<file path="src/rtl/nc_icache_multibuffer_if.sv">
// rtl/nc_icache_multibuffer_if.sv - L2 line-fill request/grant bus of the non-cacheable fetch buffer
interface nc_icache_multibuffer_if #(
   parameter int PADDR_W    = 40,
   parameter int LINE_BYTES = 8
);
   logic                    req_nc_valid_o;
   logic [PADDR_W-1:0]      req_nc_paddr_o;
   logic                    req_nc_ready_i;
   logic                    l2_grant_valid_i;
   logic [LINE_BYTES*8-1:0] l2_resp_data_i;

   modport master (
      output req_nc_valid_o, req_nc_paddr_o,
      input  req_nc_ready_i, l2_grant_valid_i, l2_resp_data_i
   );

   modport slave (
      input  req_nc_valid_o, req_nc_paddr_o,
      output req_nc_ready_i, l2_grant_valid_i, l2_resp_data_i
   );
endinterface

</file>
<file path="src/rtl/nc_icache_multibuffer.sv">
// rtl/nc_icache_multibuffer.sv - N-line fully-associative non-cacheable instruction fetch buffer
module nc_icache_multibuffer #(
   parameter int NUM_ENTRIES = 4,
   parameter int LINE_BYTES  = 8,
   parameter int PADDR_W     = 40,
   parameter int INSTR_W     = 32
) (
   input  logic                    clk_i,
   input  logic                    rst_i,
   input  logic                    en_translation_i,
   input  logic                    req_valid_i,
   input  logic [PADDR_W-1:0]      req_vaddr_i,
   input  logic                    req_is_nc_i,
   input  logic                    req_kill_i,
   input  logic                    req_flush_i,
   input  logic                    req_icache_ready_i,
   output logic                    req_icache_ready_o,
   output logic                    req_icache_valid_o,
   nc_icache_multibuffer_if.master l2_if,
   output logic                    nc_resp_valid_o,
   output logic [INSTR_W-1:0]      nc_resp_data_o
);
   localparam int OFF    = $clog2(LINE_BYTES);
   localparam int TAG_W  = PADDR_W - OFF;
   localparam int LINE_W = LINE_BYTES * 8;
   localparam int WIDX_W = OFF - 2;
   localparam int IDX_W  = (NUM_ENTRIES > 1) ? $clog2(NUM_ENTRIES) : 1;

   localparam logic [1:0] S_IDLE = 2'd0;
   localparam logic [1:0] S_REQ  = 2'd1;
   localparam logic [1:0] S_WAIT = 2'd2;
   localparam logic [1:0] S_KILL = 2'd3;

   logic [1:0]             state_q, state_d;
   logic                   s2_valid_q;
   logic [PADDR_W-1:0]     s2_vaddr_q;
   logic                   resp_pend_q;
   logic [INSTR_W-1:0]     resp_word_q;
   logic [NUM_ENTRIES-1:0] valid_q;
   logic [TAG_W-1:0]       tag_q  [NUM_ENTRIES];
   logic [LINE_W-1:0]      line_q [NUM_ENTRIES];
   logic [IDX_W-1:0]       rr_q;

   logic                   nc_req_d;
   logic [TAG_W-1:0]       s2_tag;
   logic [WIDX_W-1:0]      s2_widx;
   logic                   hit, s2_hit, s2_miss;
   logic [IDX_W-1:0]       hit_idx;
   logic [IDX_W-1:0]       victim;
   logic                   have_free;
   logic                   grant_fill, do_fill;

   function automatic logic [INSTR_W-1:0] sel_word(input logic [LINE_W-1:0] line,
                                                   input logic [WIDX_W-1:0] w);
      return line[w*INSTR_W +: INSTR_W];
   endfunction

   assign s2_tag  = s2_vaddr_q[PADDR_W-1:OFF];
   assign s2_widx = s2_vaddr_q[OFF-1:2];

   always_comb begin
      hit     = 1'b0;
      hit_idx = '0;
      for (int i = 0; i < NUM_ENTRIES; i++) begin
         if (valid_q[i] && tag_q[i] == s2_tag) begin
            hit     = 1'b1;
            hit_idx = IDX_W'(i);
         end
      end
   end

   // Descending scan so the lowest-index free entry wins; fall back to round-robin.
   always_comb begin
      victim    = rr_q;
      have_free = 1'b0;
      for (int i = NUM_ENTRIES - 1; i >= 0; i--) begin
         if (!valid_q[i]) begin
            victim    = IDX_W'(i);
            have_free = 1'b1;
         end
      end
   end

   assign s2_hit  = s2_valid_q & hit;
   assign s2_miss = s2_valid_q & ~hit;

   assign req_icache_valid_o = req_valid_i & ~(req_is_nc_i & ~en_translation_i);
   assign req_icache_ready_o = req_icache_ready_i & (state_q == S_IDLE) & ~s2_miss;
   assign nc_req_d = req_valid_i & req_is_nc_i & ~en_translation_i & ~req_kill_i & req_icache_ready_o;

   assign grant_fill = (state_q == S_WAIT) & l2_if.l2_grant_valid_i;
   assign do_fill    = grant_fill & ~req_flush_i;

   always_comb begin
      state_d = state_q;
      case (state_q)
         S_IDLE: if (s2_miss) state_d = S_REQ;
         S_REQ: begin
            if (req_kill_i)                state_d = S_IDLE;
            else if (l2_if.req_nc_ready_i) state_d = S_WAIT;
         end
         S_WAIT: begin
            if (l2_if.l2_grant_valid_i) state_d = S_IDLE;
            else if (req_kill_i)        state_d = S_KILL;
         end
         S_KILL: if (l2_if.l2_grant_valid_i) state_d = S_IDLE;
         default: state_d = S_IDLE;
      endcase
   end

   always_ff @(posedge clk_i) begin
      if (rst_i) begin
         state_q     <= S_IDLE;
         s2_valid_q  <= 1'b0;
         resp_pend_q <= 1'b0;
         valid_q     <= '0;
         rr_q        <= '0;
      end else begin
         state_q     <= state_d;
         s2_valid_q  <= nc_req_d;
         resp_pend_q <= grant_fill;
         if (req_flush_i) begin
            valid_q <= '0;
         end else if (do_fill) begin
            valid_q[victim] <= 1'b1;
         end
         if (do_fill && !have_free) begin
            rr_q <= (rr_q == IDX_W'(NUM_ENTRIES - 1)) ? '0 : rr_q + 1'b1;
         end
      end
   end

   always_ff @(posedge clk_i) begin
      if (nc_req_d) s2_vaddr_q <= req_vaddr_i;
      if (grant_fill) resp_word_q <= sel_word(l2_if.l2_resp_data_i, s2_widx);
      if (do_fill) begin
         tag_q[victim]  <= s2_tag;
         line_q[victim] <= l2_if.l2_resp_data_i;
      end
   end

   assign l2_if.req_nc_valid_o = (state_q == S_REQ);
   assign l2_if.req_nc_paddr_o = (state_q == S_REQ) ? {s2_tag, {OFF{1'b0}}} : '0;

   assign nc_resp_valid_o = s2_hit | resp_pend_q;
   assign nc_resp_data_o  = resp_pend_q ? resp_word_q :
                            s2_hit      ? sel_word(line_q[hit_idx], s2_widx) : '0;
endmodule

</file>
<file path="src/flat_wrapper.sv">
// flat-port wrapper written by rule: the top's interface ports become plain ports
module nc_icache_multibuffer_flat 
#(
   parameter int NUM_ENTRIES = 4,
   parameter int LINE_BYTES  = 8,
   parameter int PADDR_W     = 40,
   parameter int INSTR_W     = 32
)
  (clk_i, rst_i, en_translation_i, req_valid_i, req_vaddr_i, req_is_nc_i, req_kill_i, req_flush_i, req_icache_ready_i, req_icache_ready_o, req_icache_valid_o, nc_resp_valid_o, nc_resp_data_o, l2_if_req_nc_valid_o, l2_if_req_nc_paddr_o, l2_if_req_nc_ready_i, l2_if_l2_grant_valid_i, l2_if_l2_resp_data_i);
  nc_icache_multibuffer_if #(.PADDR_W(PADDR_W), .LINE_BYTES(LINE_BYTES)) l2_if_i ();
  input  logic clk_i;
  input  logic rst_i;
  input  logic en_translation_i;
  input  logic req_valid_i;
  input  logic [PADDR_W-1:0] req_vaddr_i;
  input  logic req_is_nc_i;
  input  logic req_kill_i;
  input  logic req_flush_i;
  input  logic req_icache_ready_i;
  output logic req_icache_ready_o;
  output logic req_icache_valid_o;
  output logic nc_resp_valid_o;
  output logic [INSTR_W-1:0] nc_resp_data_o;
  output wire logic [$bits(l2_if_i.req_nc_valid_o)-1:0] l2_if_req_nc_valid_o;
  output wire logic [$bits(l2_if_i.req_nc_paddr_o)-1:0] l2_if_req_nc_paddr_o;
  input wire logic [$bits(l2_if_i.req_nc_ready_i)-1:0] l2_if_req_nc_ready_i;
  input wire logic [$bits(l2_if_i.l2_grant_valid_i)-1:0] l2_if_l2_grant_valid_i;
  input wire logic [$bits(l2_if_i.l2_resp_data_i)-1:0] l2_if_l2_resp_data_i;
  assign l2_if_req_nc_valid_o = l2_if_i.req_nc_valid_o;
  assign l2_if_req_nc_paddr_o = l2_if_i.req_nc_paddr_o;
  assign l2_if_i.req_nc_ready_i = l2_if_req_nc_ready_i;
  assign l2_if_i.l2_grant_valid_i = l2_if_l2_grant_valid_i;
  assign l2_if_i.l2_resp_data_i = l2_if_l2_resp_data_i;
  nc_icache_multibuffer #(.NUM_ENTRIES(NUM_ENTRIES), .LINE_BYTES(LINE_BYTES), .PADDR_W(PADDR_W), .INSTR_W(INSTR_W)) u_core (.clk_i(clk_i), .rst_i(rst_i), .en_translation_i(en_translation_i), .req_valid_i(req_valid_i), .req_vaddr_i(req_vaddr_i), .req_is_nc_i(req_is_nc_i), .req_kill_i(req_kill_i), .req_flush_i(req_flush_i), .req_icache_ready_i(req_icache_ready_i), .req_icache_ready_o(req_icache_ready_o), .req_icache_valid_o(req_icache_valid_o), .l2_if(l2_if_i), .nc_resp_valid_o(nc_resp_valid_o), .nc_resp_data_o(nc_resp_data_o));
endmodule
</file>
<file path="config.mk">
export PLATFORM = sky130hd
export DESIGN_NAME = nc_icache_multibuffer_flat
export DESIGN_NICKNAME = d
export VERILOG_FILES = /design/src/rtl/nc_icache_multibuffer_if.sv /design/src/rtl/nc_icache_multibuffer.sv /design/src/flat_wrapper.sv
export SDC_FILE = /design/constraint.sdc
export NUM_CORES = 1
export LEC_CHECK = 0
export CAP_MARGIN = 10
export CORE_MARGIN = 3
export CORE_UTILIZATION = 62
export DETAILED_ROUTE_END_ITERATION = 6
export GPL_TIMING_DRIVEN = 0
export PLACE_DENSITY_LB_ADDON = 0.05
export SKIP_CTS_REPAIR_TIMING = 1
export SYNTH_ARGS = -nofsm -noshare
export SYNTH_HDL_FRONTEND = slang
export SYNTH_SLANG_ARGS = --single-unit
</file>
<file path="constraint.sdc">
create_clock -name clk_i -period 11.4 [get_ports clk_i]
set_input_delay 2.28 -clock clk_i [delete_from_list [all_inputs] [get_ports clk_i]]
set_output_delay 2.28 -clock clk_i [all_outputs]
set_load 0.02 [all_outputs]
</file>
==> results.env, run 1 <==
YS_FF_LATCH=484
CPMAXSTAGEDELAYCELL='nor4_1'
RSZ_0062_RAISED_AFTER_GLOBAL_ROUTING='false'
CTS.CLK_SLEW.WORST_PATHS_PS=60
DIE_Y_MICRONS=185
VIAS=12600
DRT_ITER0_MARKERS=1488
CORE_AREA_SQ_UM=31100
SYNTH.LARGEST_AREA_CELL='edfxtp_1'
TOTALWIRELENGTH_MICRONS=49400
PLACE.DETAILED.INSTANCES=1937
DRC_ERRORS=0
GLOBALROUTETOTALUTIL=0.288
CLOCK_TREE_FROM_TRITONCTS='done'
WL_PER_CELL_MICRONS=24.4
WORST-SLEW-PIN-TRANSITION_PS=1010
FINAL_MAX_SLEW_VIOL_COUNT=0
FINAL_MIN_PERIOD_OVER_CLOCK_PERIOD=0.653
NETLIST_TOP_CELLS_COUNT='edfxtp_1, xor2_1, o21ai_0'
TIMING.SETUP.CRITICAL_PATH_CLASS='reg -> out'
ASYNC_FLOP_SHARE=0
YS_TOP_CELLS_BY_AREA='edfxtp_1, xor2_1, o21ai_0'
CP_DATA_ARRIVAL_TIME_PS=5160
FINALNONFILLERCELLS=2025
AREA.GROWTH.SYNTH_TO_FINAL_PCT=21.7
DP_HPWL_MICRONS=32200
START_UTIL=0.639
SYNTH_TOP_AREA_FRAC=0.717
DIE_WIDTH_MICRONS=185
CLOCK_SKEW_PS=19.4
NUM-NETS-FINAL=1705
SYNTH_ENABLE_FLOP_CELLS=474
TOTAL_ITERATIONS_OF_THE_FIRST_DETAILED_ROUTING_RUN=7
BUFFER_LEVELS_ON_THE_LONGEST_CLOCK_PATH=3
REMAINING_GLOBAL_ROUTE_OVERFLOW=0
MAX_SLEW_MARGIN=0.326
TIMING.FINAL.HOLD_VIOLATIONS=0
DIE_AREA_SQ_UM=34200
PLACEMENT.IO_BUFFERS=183
CTS_MAX_LEVEL=2
CTSROOTBUFFERMASTER='clkbuf_16'
CTS.SINKS=484
SYNTH.MOST_COMMON_CELL='edfxtp_1'
CRITICAL_PATH.STARTPOINT_TYPE='register'
POWER_DENSITY_nW_PER_UM2=147
CRIT_FANOUT=10
CELL_CHAIN_CRITICAL_PATH='clkbuf_1, xnor2_1, nand4_1, nor4_1, nand3_1, clkbuf_1, clkbuf_1, a21oi_1, a211oi_1, o31ai_1, clkdlybuf4s50_1'
NETLIST_INSTANCES=1337
GRT_START_MAX_NET_PINS=29
YOSYSWARNINGCOUNT=0
HOLDPATHSTAGES=2
POSTSYNTHAREAPERCELL_SQ_UM=14.9
FILLERINSTANCES=1824
STD_CELL_ROWS=64
ROUTED_VIA_DENSITY=6.20
NUMBER_OF_ANTENNA_VIOLATIONS_AT_THE_FIRST_CHECK_IN_GLOBAL_ROUTING=3
IR_DROP_V=0.000117
CRITICAL_PATH.ENDPOINT_TYPE='output port'
CRITPATHMOSTFREQUENTCELL='clkbuf_1'
SYNTH_AREA_SQ_UM=19900
WORSTHOLDPATHTYPE='reg -> reg'
SYNTH-SEQ-AREA-SHARE=0.727
DRV.MAX_CAP_VIOLATION_COUNT=0
TIMING.CRITICAL_PATH.SLOWEST_CELL_DELAY_PS=800
WORST_R2R_PATH_DEPTH=10
FIRST_PASS_GRT_WIRE_LENGTH_MICRONS=73600
CLOCK.FMAX_GHz=0.134
RESULT_OF_THE_RUN='completed'
FINALHOLDWORSTSLACK_PS=496
DOMINANTREGCELLSYNTH='edfxtp_1'
TOP_LEVEL_PORTS=190
CLOCK_NETWORK_LATENCY_TO_THE_LATER_PIN_OF_THE_WORST_SKEW_PAIR_PS=560
SETUP_VIOLATING_ENDPOINT_COUNT_IN_THE_FINAL_REPORT=0
ANTENNA_VIOLATING_NETS_POST_ROUTE=0
STATIC-LEAKAGE-POWER_nW=7.79
GRT_PASS1_VIAS=12500
GPL.FINAL_WEIGHTED_CONGESTION=0.833
PERIOD_MINUS_SLACK_PS=7440
WORST_EP_REQUIRED_TIME_PS=9120
CTS_BUFFERS=47
SYNTH.LIB_CELLS_USED.DISTINCT=46
DRIVE_ABOVE_1_SHARE=0.108
final timing paths:
kind | slack [ps] | end | startpoint
worst max register to register | 7170 | u_core.s2_vaddr_q[26]$_DFFE_PP_ | u_core.s2_vaddr_q[32]$_DFFE_PP_
worst min-delay path | 500 | u_core.state_q[0]$_SDFFE_PP0P_ | u_core.s2_valid_q$_SDFF_PP0_
worst max-delay path | 3960 | nc_resp_data_o[18] | u_core.s2_vaddr_q[32]$_DFFE_PP_
worst min register to register | 500 | u_core.state_q[0]$_SDFFE_PP0P_ | u_core.s2_valid_q$_SDFF_PP0_
cell usage in the layout (no fill, tap or decap), drive strengths merged, types with 34 or more instances in the layout:
cell	instances
xor2	101
clkdlybuf4s50	183
nand2	71
xnor2	40
o21ai	98
nand3	35
buf	51
mux2i	34
and2	38
clkbuf	130
a21oi	38
edfxtp	474
nor2	74
state kept, by name, indices dropped and copies added, names as in the netlist:
signal,cells
u_core.valid_q,4
u_core.s2_valid_q,1
u_core.rr_q,2
u_core.line_q,256
u_core.tag_q,148
u_core.s2_vaddr_q,38
u_core.resp_pend_q,1
u_core.state_q,2
u_core.resp_word_q,32
cell type report:
type / count / area [sq um] / area share
Inverter: 13 / 48.8 / 0.00202
Buffer: 102 / 493 / 0.0204
Tap cell: 396 / 495 / 0.0205
Antenna cell: 3 / 7.51 / 0.000311
Multi-Input combinational cell: 740 / 4930 / 0.204
Timing Repair Buffer: 202 / 2270 / 0.0940
Sequential cell: 484 / 14400 / 0.597
Clock buffer: 60 / 1260 / 0.0523
Clock inverter: 25 / 231 / 0.00957
through the flow:
stage	area [sq um]	total power, mW	setup WS (ps)	setup TNS (ps)	util
after floorplan	19900	2.01	3620	0	-
after global placement	22200	2.08	-206	-52340	0.715
after global routing	24200	3.65	3770	0	0.778
after detailed placement	22700	2.08	4640	0	0.730
after CTS	24200	3.57	4040	0	0.778
final	24200	3.56	3960	0	0.778
routing by layer:
layer | share of wire | global-route usage | vias up | wire length (microns)
met2 | 0.49 | 0.461 | 729 | 24000
met1 | 0.39 | 0.408 | 6190 | 19400
met5 | 0.00032 | 0 | - | 16
li1 | - | - | 5521 | -
met4 | 0.033 | 0.107 | 2 | 1610
met3 | 0.089 | 0.0440 | 117 | 4410
critical path: cells and delay by family, from the launching register on:
kind,cells,cell delay (ps)
AND/OR/NAND/NOR,3,1420
flip-flops,1,440
XOR/XNOR,1,310
buffers and inverters,4,1690
AO/OA/AOI/OAI,3,740
power breakdown:
part           internal [mW]  switching, mW
Clock                  0.875          0.637
Sequential              1.95        0.00267
Combinational         0.0510         0.0431
Total                   2.87          0.683
cells by family (layout without fill, tap and decap cells):
| kind of cell | after synthesis | count (layout) | synth area share |
|---|---|---|---|
| adder cells (fa/ha/maj) | 1 | 1 | 0.000630 |
| AND/OR/NAND/NOR | 287 | 287 | 0.0710 |
| AO/OA/AOI/OAI | 242 | 242 | 0.0769 |
| flip-flops | 484 | 484 | 0.727 |
| XOR/XNOR | 141 | 141 | 0.0622 |
| buffers and inverters | 115 | 402 | 0.0273 |
| other | 1 | 6 | 0.000189 |
| multiplexers | 66 | 66 | 0.0353 |
(Power assumes the default switching activity.)
==> run 2: changes to the inputs <==
- CORE_UTILIZATION: 62 -> 57
- clock period: 11.4 -> 7.25 ns (I/O delays scaled with it)
==> results.env, run 2 (synthesized netlist as in run 1, its figures left out) <==
VIAS=12100  # -3.7%
DIE_Y_MICRONS=193  # +4.2%
ANTENNA_VIOLATING_NETS_POST_ROUTE=0  # unchanged
CTS_MAX_LEVEL=2  # unchanged
TIMING.SETUP.CRITICAL_PATH_CLASS='reg -> out'
SETUP_VIOLATING_ENDPOINT_COUNT_IN_THE_FINAL_REPORT=0  # unchanged
LAYOUT.CELLS.MOST_COMMON_LIST='edfxtp_1, clkdlybuf4s50_1, xor2_1, o21ai_0, clkbuf_1'
FINAL_MAX_SLEW_VIOL_COUNT=0  # unchanged
WORST_EP_REQUIRED_TIME_PS=5800  # -3320 ps
TIMING.FINAL.HOLD_VIOLATIONS=0  # unchanged
DIE_AREA_SQ_UM=37100  # +8.5%
NUM-NETS-FINAL=1705  # unchanged
PLACEMENT.IO_BUFFERS=183  # unchanged
MAX_SLEW_MARGIN=0.328  # +0.00270
REG_TO_REG_SETUP_TIMING_SLACK_PS=2860  # -4310 ps
TOTAL_ITERATIONS_OF_THE_FIRST_DETAILED_ROUTING_RUN=6  # -1
FIRST_PASS_GRT_WIRE_LENGTH_MICRONS=72100  # -1.9%
POSTLAYOUTSETUPSLACKWORST_PS=543  # -3420 ps
STATIC-LEAKAGE-POWER_nW=7.75  # -0.50%
CRITICAL_PATH.STARTPOINT_TYPE='register'
FINAL_MIN_PERIOD_OVER_CLOCK_PERIOD=0.925
FINALNONFILLERCELLS=2074  # +2.4%
CLOCK_SKEW_PS=13.7  # -5.77 ps
DR_WL_MET2_MICRONS=23600  # -1.7%
WL_PER_CELL_MICRONS=23.5  # -3.7%
MET3_LENGTH_MICRONS=4170  # -5.6%
DIE_WIDTH_MICRONS=193  # +4.2%
IR_DROP_V=0.000201  # +72%
LARGESTREGISTERS='u_core.line_q x256, u_core.tag_q x148, u_core.s2_vaddr_q x38'
CTSROOTBUFFERMASTER='clkbuf_16'
PLACE.DETAILED.INSTANCES=1988  # +2.6%
DRC_ERRORS=0  # unchanged
CRITICAL_PATH.ENDPOINT_TYPE='output port'
AREA.GROWTH.SYNTH_TO_FINAL_PCT=21.4
CTS.CLK_SLEW.WORST_PATHS_PS=60  # about the same
PERIOD_MINUS_SLACK_PS=6710
BUFFER_LEVELS_ON_THE_LONGEST_CLOCK_PATH=3  # unchanged
GLOBALROUTETOTALUTIL=0.263  # -0.0250
AREA_POST_PLACEMENT_SQ_UM=22700  # +0.13%
RESULT_OF_THE_RUN='completed'
DRIVE_ABOVE_1_SHARE=0.105  # -0.00246
FIN_SETUP_TNS_PS=0  # unchanged
FINAL_COMMON_CELL='edfxtp_1'
ANTENNA_CELLS_INSERTED=0  # -3
DRV.MAX_CAP_VIOLATION_COUNT=0  # unchanged
WORST-SLEW-PIN-TRANSITION_PS=1010  # -4.04 ps
POSTLAYOUTCELLAREA_SQ_UM=24100  # -0.22%
STD_CELL_ROWS=67  # +4.7%
CLOCK_NETWORK_LATENCY_TO_THE_LATER_PIN_OF_THE_WORST_SKEW_PAIR_PS=550  # about the same
ROUTED_VIA_DENSITY=5.83  # -6.0%
START_UTIL=0.585  # -0.0543
CTS_BUFFERS=48  # +2.1%
POWER_DENSITY_nW_PER_UM2=227  # +54%
CP_DATA_ARRIVAL_TIME_PS=5260  # +100 ps
WIRELENGTH_MET1_MICRONS=19600  # +1.4%
CLOCK.FMAX_GHz=0.149
GRT_START_MAX_NET_PINS=30  # +3.4%
CORE_AREA_SQ_UM=34000  # +9.3%
GPL.FINAL_WEIGHTED_CONGESTION=0.814  # -2.4%
TOP_LEVEL_PORTS=190  # unchanged
REMAINING_GLOBAL_ROUTE_OVERFLOW=0  # unchanged
NUMBER_OF_ANTENNA_VIOLATIONS_AT_THE_FIRST_CHECK_IN_GLOBAL_ROUTING=5  # +2
DP_HPWL_MICRONS=32400  # +0.64%
HIGHEST-SIGNAL-LAYER='met5'
PLACE_WS_PS=1250  # -3390 ps
FINALHOLDWORSTSLACK_PS=500  # +3.81 ps
LARGEST_REG_BY_FF_COUNT='u_core.line_q'
LARGEST_REGISTER_FF_COUNT=256  # unchanged
DRT_ITER0_MARKERS=1244  # -16%
RSZ_0062_RAISED_AFTER_GLOBAL_ROUTING='false'
CRIT_FANOUT=10  # unchanged
WORSTHOLDPATHTYPE='reg -> reg'
CLOCK_TREE_FROM_TRITONCTS='done'
GRT_PASS1_VIAS=12000  # -3.8%
CTS.SINKS=484  # unchanged
TOTALWIRELENGTH_MICRONS=48700  # -1.4%
run 2: cell types whose count changed in the layout (fill, tap and decap cells not counted), sizes merged:
cell / previous run / this run
bufinv: 4 / 0
clkinvlp: 2 / 0
diode: 3 / 0
inv: 16 / 13
buf: 51 / 50
clkinv: 16 / 22
clkbuf: 130 / 134
run 2: power breakdown:
part,switching (mW),internal [mW]
logic,0.0653,0.0802
registers,0.00401,3.06
clock network,0.981,1.27
total,1.05,4.42
run 2: final timing paths:
| check | cells after the start | start | to |
|---|---|---|---|
| hold reg to reg | 2 | u_core.s2_valid_q$_SDFF_PP0_ | u_core.state_q[0]$_SDFFE_PP0P_ |
| setup / recovery | 11 | u_core.s2_vaddr_q[9]$_DFFE_PP_ | nc_resp_data_o[30] |
| setup reg to reg | 10 | u_core.s2_vaddr_q[9]$_DFFE_PP_ | u_core.s2_vaddr_q[25]$_DFFE_PP_ |
| hold / removal | 2 | u_core.s2_valid_q$_SDFF_PP0_ | u_core.state_q[0]$_SDFFE_PP0P_ |
run 2: critical path, stage by stage, from the launching register on:
cell and delay (ps):
edfxtp_1 460, clkbuf_1 240, xnor2_1 320, nand4_1 170, nor4_1 830, nand3_1 420
clkbuf_1 400, clkbuf_1 380, a21oi_1 230, a211oi_1 60, o31ai_1 500, clkdlybuf4s50_1 700
run 2: metrics by stage:
| stage | utilization | total power, mW |
|---|---|---|
| floorplan | - | 3.17 |
| global placement | 0.656 | 3.27 |
| detailed placement | 0.669 | 3.27 |
| CTS | 0.710 | 5.49 |
| global route | 0.710 | 5.62 |
| finish | 0.710 | 5.47 |
run 2: per-layer routing:
metal	vias up	GRT usage
li1	5522	-
met1	5932	0.359
met2	532	0.430
met3	98	0.0525
met4	10	0.0827
met5	-	0
run 2: cell type report:
type,instances,area (sq um)
timing repair buffer,201,2240
multi-input combinational,740,4930
clock buffer,64,1320
inverter,13,48.8
buffer,102,493
sequential,484,14400
fill,2294,9830
tap,448,561
clock inverter,22,97.6
==> run 3: changes to the inputs <==
- CORE_UTILIZATION: 57 -> 62
- CTS_CLUSTER_SIZE: default -> 28
- clock period: 7.25 -> 8.1 ns (I/O delays scaled with it)
==> results of run 3 <==
Same layout as run 1 (identical final DEF). Status: completed.
Among the figures that moved: setup slack after placement 4640 ps -> 2000 ps; setup slack after layout 3960 ps -> 1320 ps; register-to-register setup slack 7170 ps -> 3870 ps; total power 3.56 mW -> 5.00 mW; worst IR drop on VDD 0.000117 V -> 0.000165 V
